--- src/rtl/fp_pkg.sv ---
// Shared single-precision FP definitions for the FPU datapath blocks
// (float_divider now, the multiplier later).
//   - format constants, canonical quiet NaN and +infinity encodings
//   - operand class typedef and a classifier
//   - divider FSM state encoding
//   - 23-bit leading-zero count, used to normalize denormal operands
package fp_pkg;

    localparam int EXP_BIAS = 127;
    localparam int EXP_W    = 8;
    localparam int MAN_W    = 23;

    localparam logic [31:0] QNAN    = 32'h7fc00000;
    localparam logic [31:0] POS_INF = 32'h7f800000;

    typedef enum logic [2:0] {
        CLS_ZERO,
        CLS_NORM,
        CLS_DENORM,
        CLS_INF,
        CLS_NAN
    } fp_class_t;

    typedef enum logic [1:0] {
        IDLE,
        CALC,
        ROUND,
        DONE
    } fdiv_state_t;

    function automatic fp_class_t classify(input logic [31:0] x);
        if (x[30:23] == 8'h00) return (x[22:0] == 23'd0) ? CLS_ZERO : CLS_DENORM;
        if (x[30:23] == 8'hff) return (x[22:0] == 23'd0) ? CLS_INF  : CLS_NAN;
        return CLS_NORM;
    endfunction

    // Number of leading zeros of a non-zero 23-bit fraction.
    function automatic logic [4:0] lzc23(input logic [22:0] f);
        logic [4:0] n;
        n = 5'd23;
        for (int i = 0; i < 23; i++) begin
            if (f[i]) n = 5'(22 - i);
        end
        return n;
    endfunction

endpackage

--- src/rtl/float_divider_if.sv ---
// Operand/result bundle of the sequential FP divider.
//   start      request, sampled only while the divider is idle
//   a, b       dividend / divisor (IEEE-754 single)
//   s          quotient, held until the next result
//   busy       operation in progress
//   ready      one-cycle pulse when s/exception are valid
//   exception  invalid, divide-by-zero or overflow
// master: requester side, slave: divider side.
interface float_divider_if;
    logic        start;
    logic [31:0] a;
    logic [31:0] b;
    logic [31:0] s;
    logic        busy;
    logic        ready;
    logic        exception;

    modport master (output start, a, b, input  s, busy, ready, exception);
    modport slave  (input  start, a, b, output s, busy, ready, exception);
endinterface

--- src/rtl/fp_round_pack.sv ---
// Combinational round-to-nearest-even and pack stage for single precision.
// Ports:
//   sign      result sign
//   exp       biased exponent, 10-bit signed (may be out of range)
//   mant      26-bit raw mantissa: [25] hidden one, [24:2] fraction,
//             [1] guard, [0] round
//   sticky    OR of all lower discarded bits
//   res       packed IEEE-754 result
//   overflow  exponent reached 255 after rounding (result is signed inf)
// Build option FDIV_DENORM_EN: exponents <= 0 are denormalized (right shift
// with shifted-out bits folded into sticky) instead of flushed to zero.
module fp_round_pack (
    input  logic               sign,
    input  logic signed [9:0]  exp,
    input  logic [25:0]        mant,
    input  logic               sticky,
    output logic [31:0]        res,
    output logic               overflow
);

    // Returns {carry, 24-bit significand} after RNE on mant[25:2].
    function automatic logic [24:0] rne(input logic [25:0] m, input logic st);
        logic up;
        up = m[1] & (m[0] | st | m[2]);
        return {1'b0, m[25:2]} + {24'd0, up};
    endfunction

    logic [24:0]       rnd;
    logic signed [9:0] exp_adj;
`ifdef FDIV_DENORM_EN
    logic signed [9:0] sh;
    logic [4:0]        shamt;
    logic [51:0]       wide;
`endif

    always_comb begin
        overflow = 1'b0;
        rnd      = '0;
        exp_adj  = exp;
        res      = {sign, 31'd0};
`ifdef FDIV_DENORM_EN
        sh    = 10'sd1 - exp;
        shamt = (sh > 10'sd27) ? 5'd27 : sh[4:0];
        wide  = {mant, 26'd0} >> shamt;
        if (exp <= 10'sd0) begin
            // Hidden bit is shifted out of [25]; a round-up that reaches
            // bit 23 lands exactly on the minimum normal encoding.
            rnd = rne(wide[51:26], sticky | (|wide[25:0]));
            res = {sign, 7'd0, rnd[23], rnd[22:0]};
        end else
`endif
        begin
            rnd     = rne(mant, sticky);
            // On carry the significand is 2^24, so the fraction bits are 0.
            exp_adj = exp + (rnd[24] ? 10'sd1 : 10'sd0);
            if (exp_adj >= 10'sd255) begin
                res      = {sign, 8'hff, 23'd0};
                overflow = 1'b1;
            end else if (exp_adj <= 10'sd0) begin
                res = {sign, 31'd0};
            end else begin
                res = {sign, exp_adj[7:0], rnd[22:0]};
            end
        end
    end

endmodule

--- src/rtl/float_divider.sv ---
// Sequential IEEE-754 single-precision divider, s = a / b.
// One quotient bit per clock (radix-2 restoring), 27 iterations, then RNE.
// Fixed latency: ready pulses 29 clocks after the accepting edge.
// Ports:
//   clk   rising-edge clock
//   clr   asynchronous active-high reset
//   bus   float_divider_if.slave (start, a, b -> s, busy, ready, exception)
// Build option FDIV_DENORM_EN: denormal operands are normalized on capture
// and tiny results are denormalized; otherwise both flush to signed zero.
module float_divider
    import fp_pkg::*;
(
    input  logic           clk,
    input  logic           clr,
    float_divider_if.slave bus
);

    fdiv_state_t       state;
    logic [4:0]        cnt;
    logic              busy_r, ready_r, exc_r;
    logic [31:0]       s_r;

    logic              sign_r;
    logic signed [9:0] exp_r;
    logic [25:0]       rem_r, div_r;
    logic [26:0]       q_r;
    logic              spc_r, spc_exc_r;
    logic [31:0]       spc_res_r;
    logic [31:0]       res_r;
    logic              res_exc_r;

    // Exponent and 24-bit significand of a non-zero finite operand.
    function automatic void unpack(input logic [31:0] x,
                                   output logic signed [9:0] e,
                                   output logic [23:0] m);
`ifdef FDIV_DENORM_EN
        logic [4:0] lz;
        lz = lzc23(x[22:0]);
        if (x[30:23] == 8'h00) begin
            m = {1'b0, x[22:0]} << (lz + 5'd1);
            e = -$signed({5'd0, lz});
        end else
`endif
        begin
            e = $signed({2'b00, x[30:23]});
            m = {1'b1, x[22:0]};
        end
    endfunction

    // Capture-side decode
    fp_class_t         ca, cb;
    logic signed [9:0] ea, eb, e_cap;
    logic [23:0]       ma, mb;
    logic              sign_in;
    logic              spc, spc_exc;
    logic [31:0]       spc_res;

    always_comb begin
        ca = classify(bus.a);
        cb = classify(bus.b);
`ifndef FDIV_DENORM_EN
        if (ca == CLS_DENORM) ca = CLS_ZERO;
        if (cb == CLS_DENORM) cb = CLS_ZERO;
`endif
        unpack(bus.a, ea, ma);
        unpack(bus.b, eb, mb);
        e_cap   = ea - eb + $signed(10'(EXP_BIAS));
        sign_in = bus.a[31] ^ bus.b[31];

        spc     = 1'b1;
        spc_exc = 1'b0;
        spc_res = {sign_in, 31'd0};
        if (ca == CLS_NAN || cb == CLS_NAN ||
            (ca == CLS_ZERO && cb == CLS_ZERO) ||
            (ca == CLS_INF  && cb == CLS_INF)) begin
            spc_res = QNAN;
            spc_exc = 1'b1;
        end else if (ca == CLS_INF) begin
            spc_res = {sign_in, POS_INF[30:0]};
        end else if (cb == CLS_ZERO) begin
            spc_res = {sign_in, POS_INF[30:0]};
            spc_exc = 1'b1;
        end else if (ca == CLS_ZERO || cb == CLS_INF) begin
            spc_res = {sign_in, 31'd0};
        end else begin
            spc = 1'b0;
        end
    end

    // Restoring step
    logic [26:0] diff;
    logic        qbit;
    logic [25:0] rem_next;

    always_comb begin
        diff     = {1'b0, rem_r} - {1'b0, div_r};
        qbit     = ~diff[26];
        rem_next = qbit ? (diff[25:0] << 1) : (rem_r << 1);
    end

    // Normalize a ratio below one before rounding
    logic [26:0]       q_n;
    logic signed [9:0] e_n;
    logic [31:0]       rp_res;
    logic              rp_ovf;

    always_comb begin
        q_n = q_r[26] ? q_r : {q_r[25:0], 1'b0};
        e_n = q_r[26] ? exp_r : exp_r - 10'sd1;
    end

    fp_round_pack u_round_pack (
        .sign     (sign_r),
        .exp      (e_n),
        .mant     (q_n[26:1]),
        .sticky   (q_n[0] | (|rem_r)),
        .res      (rp_res),
        .overflow (rp_ovf)
    );

    // Control FSM and registered outputs
    always_ff @(posedge clk or posedge clr) begin
        if (clr) begin
            state  <= IDLE;
            cnt    <= 5'd0;
            busy_r <= 1'b0;
            ready_r <= 1'b0;
            s_r    <= 32'd0;
            exc_r  <= 1'b0;
        end else begin
            ready_r <= 1'b0;
            case (state)
                IDLE: if (bus.start) begin
                    state  <= CALC;
                    cnt    <= 5'd26;
                    busy_r <= 1'b1;
                end
                CALC: begin
                    cnt <= (cnt == 5'd0) ? 5'd0 : cnt - 5'd1;
                    if (cnt == 5'd0) state <= ROUND;
                end
                ROUND: state <= DONE;
                DONE: begin
                    state   <= IDLE;
                    busy_r  <= 1'b0;
                    ready_r <= 1'b1;
                    s_r     <= res_r;
                    exc_r   <= res_exc_r;
                end
                default: state <= IDLE;
            endcase
        end
    end

    // Datapath (no reset; contents are qualified by the FSM)
    always_ff @(posedge clk) begin
        case (state)
            IDLE: if (bus.start) begin
                sign_r    <= sign_in;
                exp_r     <= e_cap;
                rem_r     <= {2'b00, ma};
                div_r     <= {2'b00, mb};
                q_r       <= '0;
                spc_r     <= spc;
                spc_res_r <= spc_res;
                spc_exc_r <= spc_exc;
            end
            CALC: begin
                rem_r <= rem_next;
                q_r   <= {q_r[25:0], qbit};
            end
            ROUND: begin
                res_r     <= spc_r ? spc_res_r : rp_res;
                res_exc_r <= spc_r ? spc_exc_r : rp_ovf;
            end
            default: ;
        endcase
    end

    assign bus.s         = s_r;
    assign bus.busy      = busy_r;
    assign bus.ready     = ready_r;
    assign bus.exception = exc_r;

endmodule
--- src/flat_wrapper.sv ---
// flat-port wrapper written by rule: the top's interface ports become plain ports
module float_divider_flat import fp_pkg::*;
  (clk, clr, bus_start, bus_a, bus_b, bus_s, bus_busy, bus_ready, bus_exception);
  float_divider_if bus_i ();
  input  logic clk;
  input  logic clr;
  input wire logic [$bits(bus_i.start)-1:0] bus_start;
  input wire logic [$bits(bus_i.a)-1:0] bus_a;
  input wire logic [$bits(bus_i.b)-1:0] bus_b;
  output wire logic [$bits(bus_i.s)-1:0] bus_s;
  output wire logic [$bits(bus_i.busy)-1:0] bus_busy;
  output wire logic [$bits(bus_i.ready)-1:0] bus_ready;
  output wire logic [$bits(bus_i.exception)-1:0] bus_exception;
  assign bus_i.start = bus_start;
  assign bus_i.a = bus_a;
  assign bus_i.b = bus_b;
  assign bus_s = bus_i.s;
  assign bus_busy = bus_i.busy;
  assign bus_ready = bus_i.ready;
  assign bus_exception = bus_i.exception;
  float_divider u_core (.clk(clk), .clr(clr), .bus(bus_i));
endmodule
--- config.mk ---
export PLATFORM = sky130hd
export DESIGN_NAME = float_divider_flat
export DESIGN_NICKNAME = d
export VERILOG_FILES = /design/src/rtl/fp_pkg.sv /design/src/rtl/float_divider_if.sv /design/src/rtl/fp_round_pack.sv /design/src/rtl/float_divider.sv /design/src/flat_wrapper.sv
export SDC_FILE = /design/constraint.sdc
export NUM_CORES = 1
export LEC_CHECK = 0
export BUFFER_PORTS_ARGS = -buffer_cell sky130_fd_sc_hd__clkbuf_2
export CAP_MARGIN = 25
export CORE_MARGIN = 2
export CORE_UTILIZATION = 45
export DETAILED_ROUTE_END_ITERATION = 8
export PLACE_DENSITY_LB_ADDON = 0.15
export SYNTH_ARGS = -nofsm -noshare
export SYNTH_HDL_FRONTEND = slang
export SYNTH_SLANG_ARGS = --single-unit
--- constraint.sdc ---
create_clock -name clk -period 12.55 [get_ports clk]
set_input_delay 0.6275 -clock clk [delete_from_list [all_inputs] [get_ports clk]]
set_output_delay 0.6275 -clock clk [all_outputs]
set_load 0.005 [all_outputs]
==> results_dict.tcl, run 1 <==
set metrics [dict create \
    status "finished, final reports clean" \
    post-route-util_pct 52.1 \
    layout.nets 1146 \
    pre_cts_setup_slack_ps 5950 \
    vias_in_the_first_global_route 6769 \
    timing.critical_path.arrival_ps 6810 \
    drive_above_1_share_pct 19.7 \
    first_pass_grt_wire_length_um 34100 \
    grt.overflow.total 0 \
    worst_r2r_startpoint "u_core.q_r[26]" \
    ys_warn_count 0 \
    port_buffers 101 \
    crit_type "flop to flop" \
    wl_per_cell_um 15.5 \
    post_cts_hold_buffer_count 0 \
    grt_util_all_layers_pct 17.9 \
    timing.critical_path.from_type "flop" \
    worstPathRequired_ps 12790 \
    period_needed_ps 6580 \
    final_common_cell "sky130_fd_sc_hd__edfxtp_1" \
    syn_area_per_cell_um2 10.6 \
    worst_skew_pair.late_latency_ps 430 \
    clockPowerShare_pct 18.3 \
    routedLengthMet1_um 10000 \
    timing.critical_path.cells "buf_4 > nand2_1 > a21oi_1 > ha_1 > nand3_1 > nor4_1 > nand4_1 > nor3_1 > nand3_1 > nor2_1 > ha_1 > ha_1 > nand4bb_1 > o311ai_1 > mux2i_1 > xnor2_1 > a31o_2 > or3_1 > a211oi_1" \
    wl_met2_um 9680 \
    routed-wl-met3_um 668 \
    antenna_found_initial 0 \
    timing_max_transition_violations_final 0 \
    worst_hold_path_type "primary input to asynchronous set/reset pin" \
    power.density_cell_area_mw_per_mm2 256 \
    floorplan.core_area_mm2 0.0218 \
    seqPwrFrac_pct 37.4 \
    core.rowCount 54 \
    cts.clk_slew.worst_paths_ps 70 \
    cts_buffer_depth 2 \
    finalHoldViolations 0 \
    placedCellCount 1296 \
    final.setup.worst_slack_ps 5970 \
    p_sw_share_pct 39.4 \
    route.vias.total 7228 \
    setup_tns_ps 0 \
    dp_hpwl_um 15000 \
    synth_enable_flop_cells 125 \
    post_cts.resized_instances 0 \
    synth.cell_area_mm2 0.00999 \
    final_cell_mix "sky130_fd_sc_hd__edfxtp_1 (125), sky130_fd_sc_hd__clkbuf_2 (101), sky130_fd_sc_hd__nor2_1 (82)" \
    grt_setup_unrepaired "no" \
    routed_via_density 5.44 \
    ys_ff_latch 167 \
    yosysSeqAreaShare_pct 48.1 \
    maximum_number_of_pins_on_one_net_before_global_route_repair 80 \
    detail_route.drc_violations 0 \
    worst_setup_path_end_kind "flop" \
    cts.htree.levels 4 \
    initial_utilization_pct 45.8 \
    areaGrowthSynthToFinish_pct 13.8 \
    fp.dieH_um 153 \
    startpoint "u_core.q_r[26]" \
    dominantRegCellSynth "sky130_fd_sc_hd__edfxtp_1" \
    timing.clock.skew_ps 10.6 \
    critPathMostFrequentCell "sky130_fd_sc_hd__ha_1" \
    filler_cell_count 1983 \
    root_buffer "sky130_fd_sc_hd__clkbuf_16" \
    drt_pre_antenna_iters 5 \
    totalWireLength_um 20600 \
    ir_drop_mv 0.140 \
    clock_tree_from_tritoncts "done" \
    synthDistinctLibCells 69 \
    cts.sinks 167 \
    internal_power_mw 1.77 \
    drv.max_cap_violation_count 0 \
    final_cells 1329 \
    gpl.final_weighted_congestion 0.829 \
    combPwrFrac_pct 44.3 \
    critical-path-max-stage-delay_ps 740 \
    tritoncts.num_buffers 17 \
    worst_pin_slew_ps 990 \
    synthesis.instances 945 \
    total_switching_power_mw 1.15 \
    report.power.total_mw 2.91 \
    floorplan.die.width_um 153 \
    ios 102 \
    worst_path_max_delay_cell "sky130_fd_sc_hd__or3_1" \
    crit_path_max_fanout 67 \
    leakagePower_nw 4.56 \
    ys_async_sr_fraction_pct 25.1 \
    fmax_mhz 152 \
    syn_nets 1055 \
    die_area_mm2 0.0234 \
    route.top_layer_used "met4" \
    antenna_nets_post_route 0 \
    area_taken_by_flip_flops_and_latches_mm2 0.00480 \
    multi_input_comb_area_mm2 0.00480 \
    cts_setup_buffers 0 \
    num_antenna_cells 0 \
    number_of_endpoints_failing_setup_at_the_final_stage 0 \
    final_min_period_over_clock_period_pct 52.4 \
    max-slew-margin-rel_pct 34.0 \
    detailedRoute.firstIterationViolations 514 \
]
## power groups by stage
stage | clock, mW | combinational, mW | sequential (mW)
2_1_floorplan | 0 | 1.02 | 1.04
3_3_place_gp | 0 | 1.28 | 1.10
3_5_place_dp | 0 | 1.29 | 1.10
4_1_cts | 0.546 | 1.30 | 1.09
5_1_grt | 0.572 | 1.45 | 1.13
6_report | 0.534 | 1.29 | 1.09
## routing by layer
layer,vias up,global-route usage [%]
met4,0,4.63
met1,3398,25.3
met5,-,0
met2,157,28.8
li1,3655,-
met3,18,3.01
## critical path: cells and delay by family (launching register included)
kind                     cells  cell delay (ps)
multiplexers                 1              290
XOR/XNOR                     1               90
adder cells (fa/ha/maj)      3              730
AND/OR/NAND/NOR              9             2970
buffers and inverters        1              570
flip-flops                   1              340
AO/OA/AOI/OAI                4             1350
## final timing paths
check / slack (ps) / cells past startpoint / endpoint
worst max-delay path: 5970 / 19 / u_core.res_r[0]
worst min-delay path: 130 / 2 / u_core.cnt[2]
worst max register to register: 5970 / 19 / u_core.res_r[0]
worst min register to register: 480 / 1 / u_core.bus.s[3]
max in group asynchronous: 11950 / 3 / u_core.bus.s[31]
min in group clk: 390 / 1 / u_core.div_r[12]
## state kept, by name (all words and copies together) (netlist names), 2 cells and up
register,flops
u_core.bus.s,32
u_core.state,2
u_core.spc_res_r,3
u_core.cnt,5
u_core.exp_r,10
u_core.div_r,23
u_core.rem_r,26
u_core.q_r,27
u_core.res_r,32
## through the flow
step,area [um2],hold slack [ps]
after floorplan,9990,454
after global placement,10700,456
after detailed placement,10700,463
after CTS,11300,372
after global routing,11400,146
final,11400,126
## cell families after synthesis
kind of cell | count (synthesis) | share of synthesized area (%)
simple gates | 312 | 16.4
compound gates | 180 | 12.0
flops | 167 | 48.1
buf+inv | 99 | 3.90
mux | 73 | 7.84
xor+xnor | 71 | 6.23
fa+ha+maj | 43 | 5.54
## synthesized netlist by cell type (3+ instances only)
cell type,count,area (um2)
sky130_fd_sc_hd__a211oi_1,8,60.1
sky130_fd_sc_hd__a211oi_2,9,113
sky130_fd_sc_hd__a21o_1,7,52.6
sky130_fd_sc_hd__a21oi_1,51,255
sky130_fd_sc_hd__a31oi_1,12,75.1
sky130_fd_sc_hd__and2_1,36,225
sky130_fd_sc_hd__and3_1,7,43.8
sky130_fd_sc_hd__buf_1,5,18.8
sky130_fd_sc_hd__buf_2,8,40.0
sky130_fd_sc_hd__clkbuf_1,21,78.8
sky130_fd_sc_hd__dfrtp_1,42,1050
sky130_fd_sc_hd__edfxtp_1,125,3750
sky130_fd_sc_hd__ha_1,41,513
sky130_fd_sc_hd__inv_1,64,240
sky130_fd_sc_hd__mux2_2,42,473
sky130_fd_sc_hd__mux2i_1,31,310
sky130_fd_sc_hd__nand2_1,43,161
sky130_fd_sc_hd__nand2b_1,5,31.3
sky130_fd_sc_hd__nand3_1,25,125
sky130_fd_sc_hd__nand3b_1,4,30.0
sky130_fd_sc_hd__nand4_1,13,81.3
sky130_fd_sc_hd__nor2_1,82,308
sky130_fd_sc_hd__nor2b_1,15,93.8
sky130_fd_sc_hd__nor3_1,25,125
sky130_fd_sc_hd__nor3b_1,4,30.0
sky130_fd_sc_hd__nor4_1,21,131
sky130_fd_sc_hd__nor4b_1,4,35.0
sky130_fd_sc_hd__o2111a_1,3,33.8
sky130_fd_sc_hd__o211ai_1,6,45.0
sky130_fd_sc_hd__o21a_1,11,82.6
sky130_fd_sc_hd__o21ai_0,35,175
sky130_fd_sc_hd__o21bai_1,4,30.0
sky130_fd_sc_hd__o22ai_1,5,31.3
sky130_fd_sc_hd__o311ai_0,3,26.3
sky130_fd_sc_hd__or2_2,3,18.8
sky130_fd_sc_hd__or3_1,12,75.1
sky130_fd_sc_hd__xnor2_1,44,385
sky130_fd_sc_hd__xor2_1,27,236
## final cells by class
| type | count | area share, % |
|---|---|---|
| well taps | 280 | 3.08 |
| repair buffers | 107 | 4.95 |
| clock inverters | 15 | 1.57 |
| inverters | 64 | 2.11 |
| clock buffers | 17 | 3.74 |
| multi-input cells | 679 | 42.3 |
| flip-flops and latches | 167 | 42.3 |
Note: power is estimated with default switching activity, not from simulation.
==> run 2: changes to the inputs <==
==> constraint.sdc (replaced) <==
create_clock -name clk -period 6 [get_ports clk]
set_input_delay 0.3 -clock clk [delete_from_list [all_inputs] [get_ports clk]]
set_output_delay 0.3 -clock clk [all_outputs]
set_load 0.005 [all_outputs]
==> results_dict.tcl, run 2 (synthesis results as in run 1) <==
set metrics [dict create \
    status "finished, final reports clean" \
    worst_hold_path_type "primary input to flop" \
    antenna_found_initial 0 \
    drv.max_cap_violation_count 0 \
    worst_setup_path_end_kind "flop" \
    power.density_cell_area_mw_per_mm2 529 \
    worstPathRequired_ps 6250 \
    number_of_endpoints_failing_setup_at_the_final_stage 0 \
    cts.sinks 167 \
    final_common_cell "sky130_fd_sc_hd__edfxtp_1" \
    critPathMostFrequentCell "sky130_fd_sc_hd__ha_1" \
    die_area_mm2 0.0234 \
    crit_path_max_fanout 23 \
    totalWireLength_um 20400 \
    max-slew-margin-rel_pct 35.4 \
    floorplan.core_area_mm2 0.0218 \
    drt_pre_antenna_iters 5 \
    gpl.final_weighted_congestion 0.831 \
    routed_via_density 5.40 \
    grt_util_all_layers_pct 17.8 \
    cts_setup_buffers 0 \
    drive_above_1_share_pct 20.1 \
    timing.critical_path.from_type "flop" \
    timing.critical_path.cells "nand2b_1 > a21oi_1 > ha_1 > nand3_1 > nor4_1 > buf_4 > nand4_1 > nor3_4 > nand3_1 > nor2_1 > ha_1 > ha_1 > nand4bb_1 > o311ai_2 > mux2i_1 > xnor2_1 > a31o_2 > or3_2 > a211oi_1" \
    ir_drop_mv 0.244 \
    core.rowCount 54 \
    setup_tns_ps 0 \
    tritoncts.num_buffers 17 \
    first_pass_grt_wire_length_um 34100 \
    final_cell_mix "sky130_fd_sc_hd__edfxtp_1 (125), sky130_fd_sc_hd__clkbuf_2 (101), sky130_fd_sc_hd__nor2_1 (82)" \
    min_delay_path_depth 1 \
    met1_usage_pct 26.0 \
    floorplan.die.width_um 153 \
    worst_pin_slew_ps 969 \
    global_route.peak_usage_layer "met2" \
    vias_in_the_first_global_route 6782 \
    timing.critical_path.arrival_ps 5710 \
    grt_setup_unrepaired "no" \
    worst_path_max_delay_cell "sky130_fd_sc_hd__or3_2" \
    worstRegToRegCells 19 \
    cts_buffer_depth 2 \
    timing.clock.skew_ps 10.5 \
    grt.overflow.total 0 \
    root_buffer "sky130_fd_sc_hd__clkbuf_16" \
    port_buffers 101 \
    worst_skew_pair.late_latency_ps 430 \
    filler_cell_count 1975 \
    detail_route.drc_violations 0 \
    final_min_period_over_clock_period_pct 91.0 \
    crit_family "simple AND/OR/NAND/NOR gates" \
    leakagePower_nw 4.57 \
    route.vias.total 7196 \
    antenna_nets_post_route 0 \
    met3_usage_pct 2.69 \
    critical-path-max-stage-delay_ps 720 \
    wl_per_cell_um 15.3 \
    num_antenna_cells 0 \
    crit_buf_inv 1 \
    post-route-util_pct 52.0 \
    detailedRoute.firstIterationViolations 443 \
    finalHoldViolations 0 \
    fmax_mhz 183 \
    global_route.usage.met2_pct 27.5 \
    timing_max_transition_violations_final 0 \
    path_depth 19 \
    maximum_number_of_pins_on_one_net_before_global_route_repair 79 \
    cts.htree.levels 4 \
    clock_tree_from_tritoncts "done" \
    cts.clk_slew.worst_paths_ps 70 \
    ios 102 \
    fp.dieH_um 153 \
    dp_hpwl_um 15100 \
    layout.nets 1150 \
    crit_type "flop to flop" \
    period_needed_ps 5460 \
    initial_utilization_pct 45.8 \
    areaGrowthSynthToFinish_pct 13.7 \
]
==> run 2: cell count changes in the layout (fill, tap and decap cells not counted), moves of 2 or more <==
| cell | previous run | this run |
|---|---|---|
| sky130_fd_sc_hd__buf_4 | 5 | 7 |
| sky130_fd_sc_hd__clkinv_2 | 0 | 7 |
| sky130_fd_sc_hd__clkinv_8 | 2 | 0 |
| sky130_fd_sc_hd__inv_6 | 3 | 5 |
| sky130_fd_sc_hd__inv_8 | 5 | 0 |
==> run 2: stage by stage <==
| stage | total power, mW | setup WS, ps | cell area (um2) | hold slack [ps] | cells |
|---|---|---|---|---|---|
| detailed placement | 5.01 | 373 | 10800 | 462 | 1299 |
| finish | 6.00 | 543 | 11300 | 55.0 | 1333 |
| floorplan | 4.30 | 38.0 | 10000 | 399 | 945 |
| global route | 6.48 | 48.5 | 11300 | 43.0 | 1333 |
| CTS | 6.04 | 367 | 11300 | 39.2 | 1331 |
| global placement | 5.00 | 556 | 10800 | 461 | 1299 |
==> run 2: path summary, 6_finish.rpt <==
check                           slack (ps)              endpoint              from
max in group asynchronous             5340  u_core.bus.exception               clr
min in group asynchronous              250      u_core.bus.ready               clr
worst max register to register         540       u_core.res_r[5]    u_core.q_r[26]
worst min register to register         470      u_core.bus.s[26]  u_core.res_r[26]
worst max-delay path                   540       u_core.res_r[5]    u_core.q_r[26]
worst min-delay path                    60       u_core.div_r[8]          bus_b[8]
==> run 2: report_power, final <==
group	internal (mW)	switching, mW
Sequential	1.91	0.383
Clock	0.542	0.472
Combinational	1.19	1.51
==> run 2: layout make-up <==
class                   count  area [um2]  share of cell area (%)
clock buffers              18         439                    3.87
repair buffers            111         599                    5.28
inverters                  64         240                    2.12
well taps                 280         350                    3.09
clock inverters            14        96.3                   0.849
multi-input cells         679        4820                    42.5
flip-flops and latches    167        4800                    42.3
==> run 2: layer usage <==
layer,wire [um],part of all wire (%),vias to the layer above
met1,10300,51,3371
met3,648,3.2,20
met4,257,1.3,0
met2,9210,45,137
li1,-,-,3668
met5,0,0,-
==> run 2: worst register-to-register path: stages (launching register included) <==
cell	delay (ps)
sky130_fd_sc_hd__edfxtp_1	510
sky130_fd_sc_hd__nand2b_1	240
sky130_fd_sc_hd__a21oi_1	140
sky130_fd_sc_hd__ha_1	220
sky130_fd_sc_hd__nand3_1	140
sky130_fd_sc_hd__nor4_1	280
sky130_fd_sc_hd__buf_4	170
sky130_fd_sc_hd__nand4_1	180
sky130_fd_sc_hd__nor3_4	360
sky130_fd_sc_hd__nand3_1	170
sky130_fd_sc_hd__nor2_1	140
sky130_fd_sc_hd__ha_1	230
sky130_fd_sc_hd__ha_1	290
sky130_fd_sc_hd__nand4bb_1	160
sky130_fd_sc_hd__o311ai_2	420
sky130_fd_sc_hd__mux2i_1	300
sky130_fd_sc_hd__xnor2_1	90
sky130_fd_sc_hd__a31o_2	240
sky130_fd_sc_hd__or3_2	720
sky130_fd_sc_hd__a211oi_1	280
==> run 2: repair_timing <==
action / CTS / global route
gates resized for setup: 0 / 3
endpoints found under the hold margin: 0 / 42
setup endpoints to repair: 0 / 23
hold buffers: 0 / 1
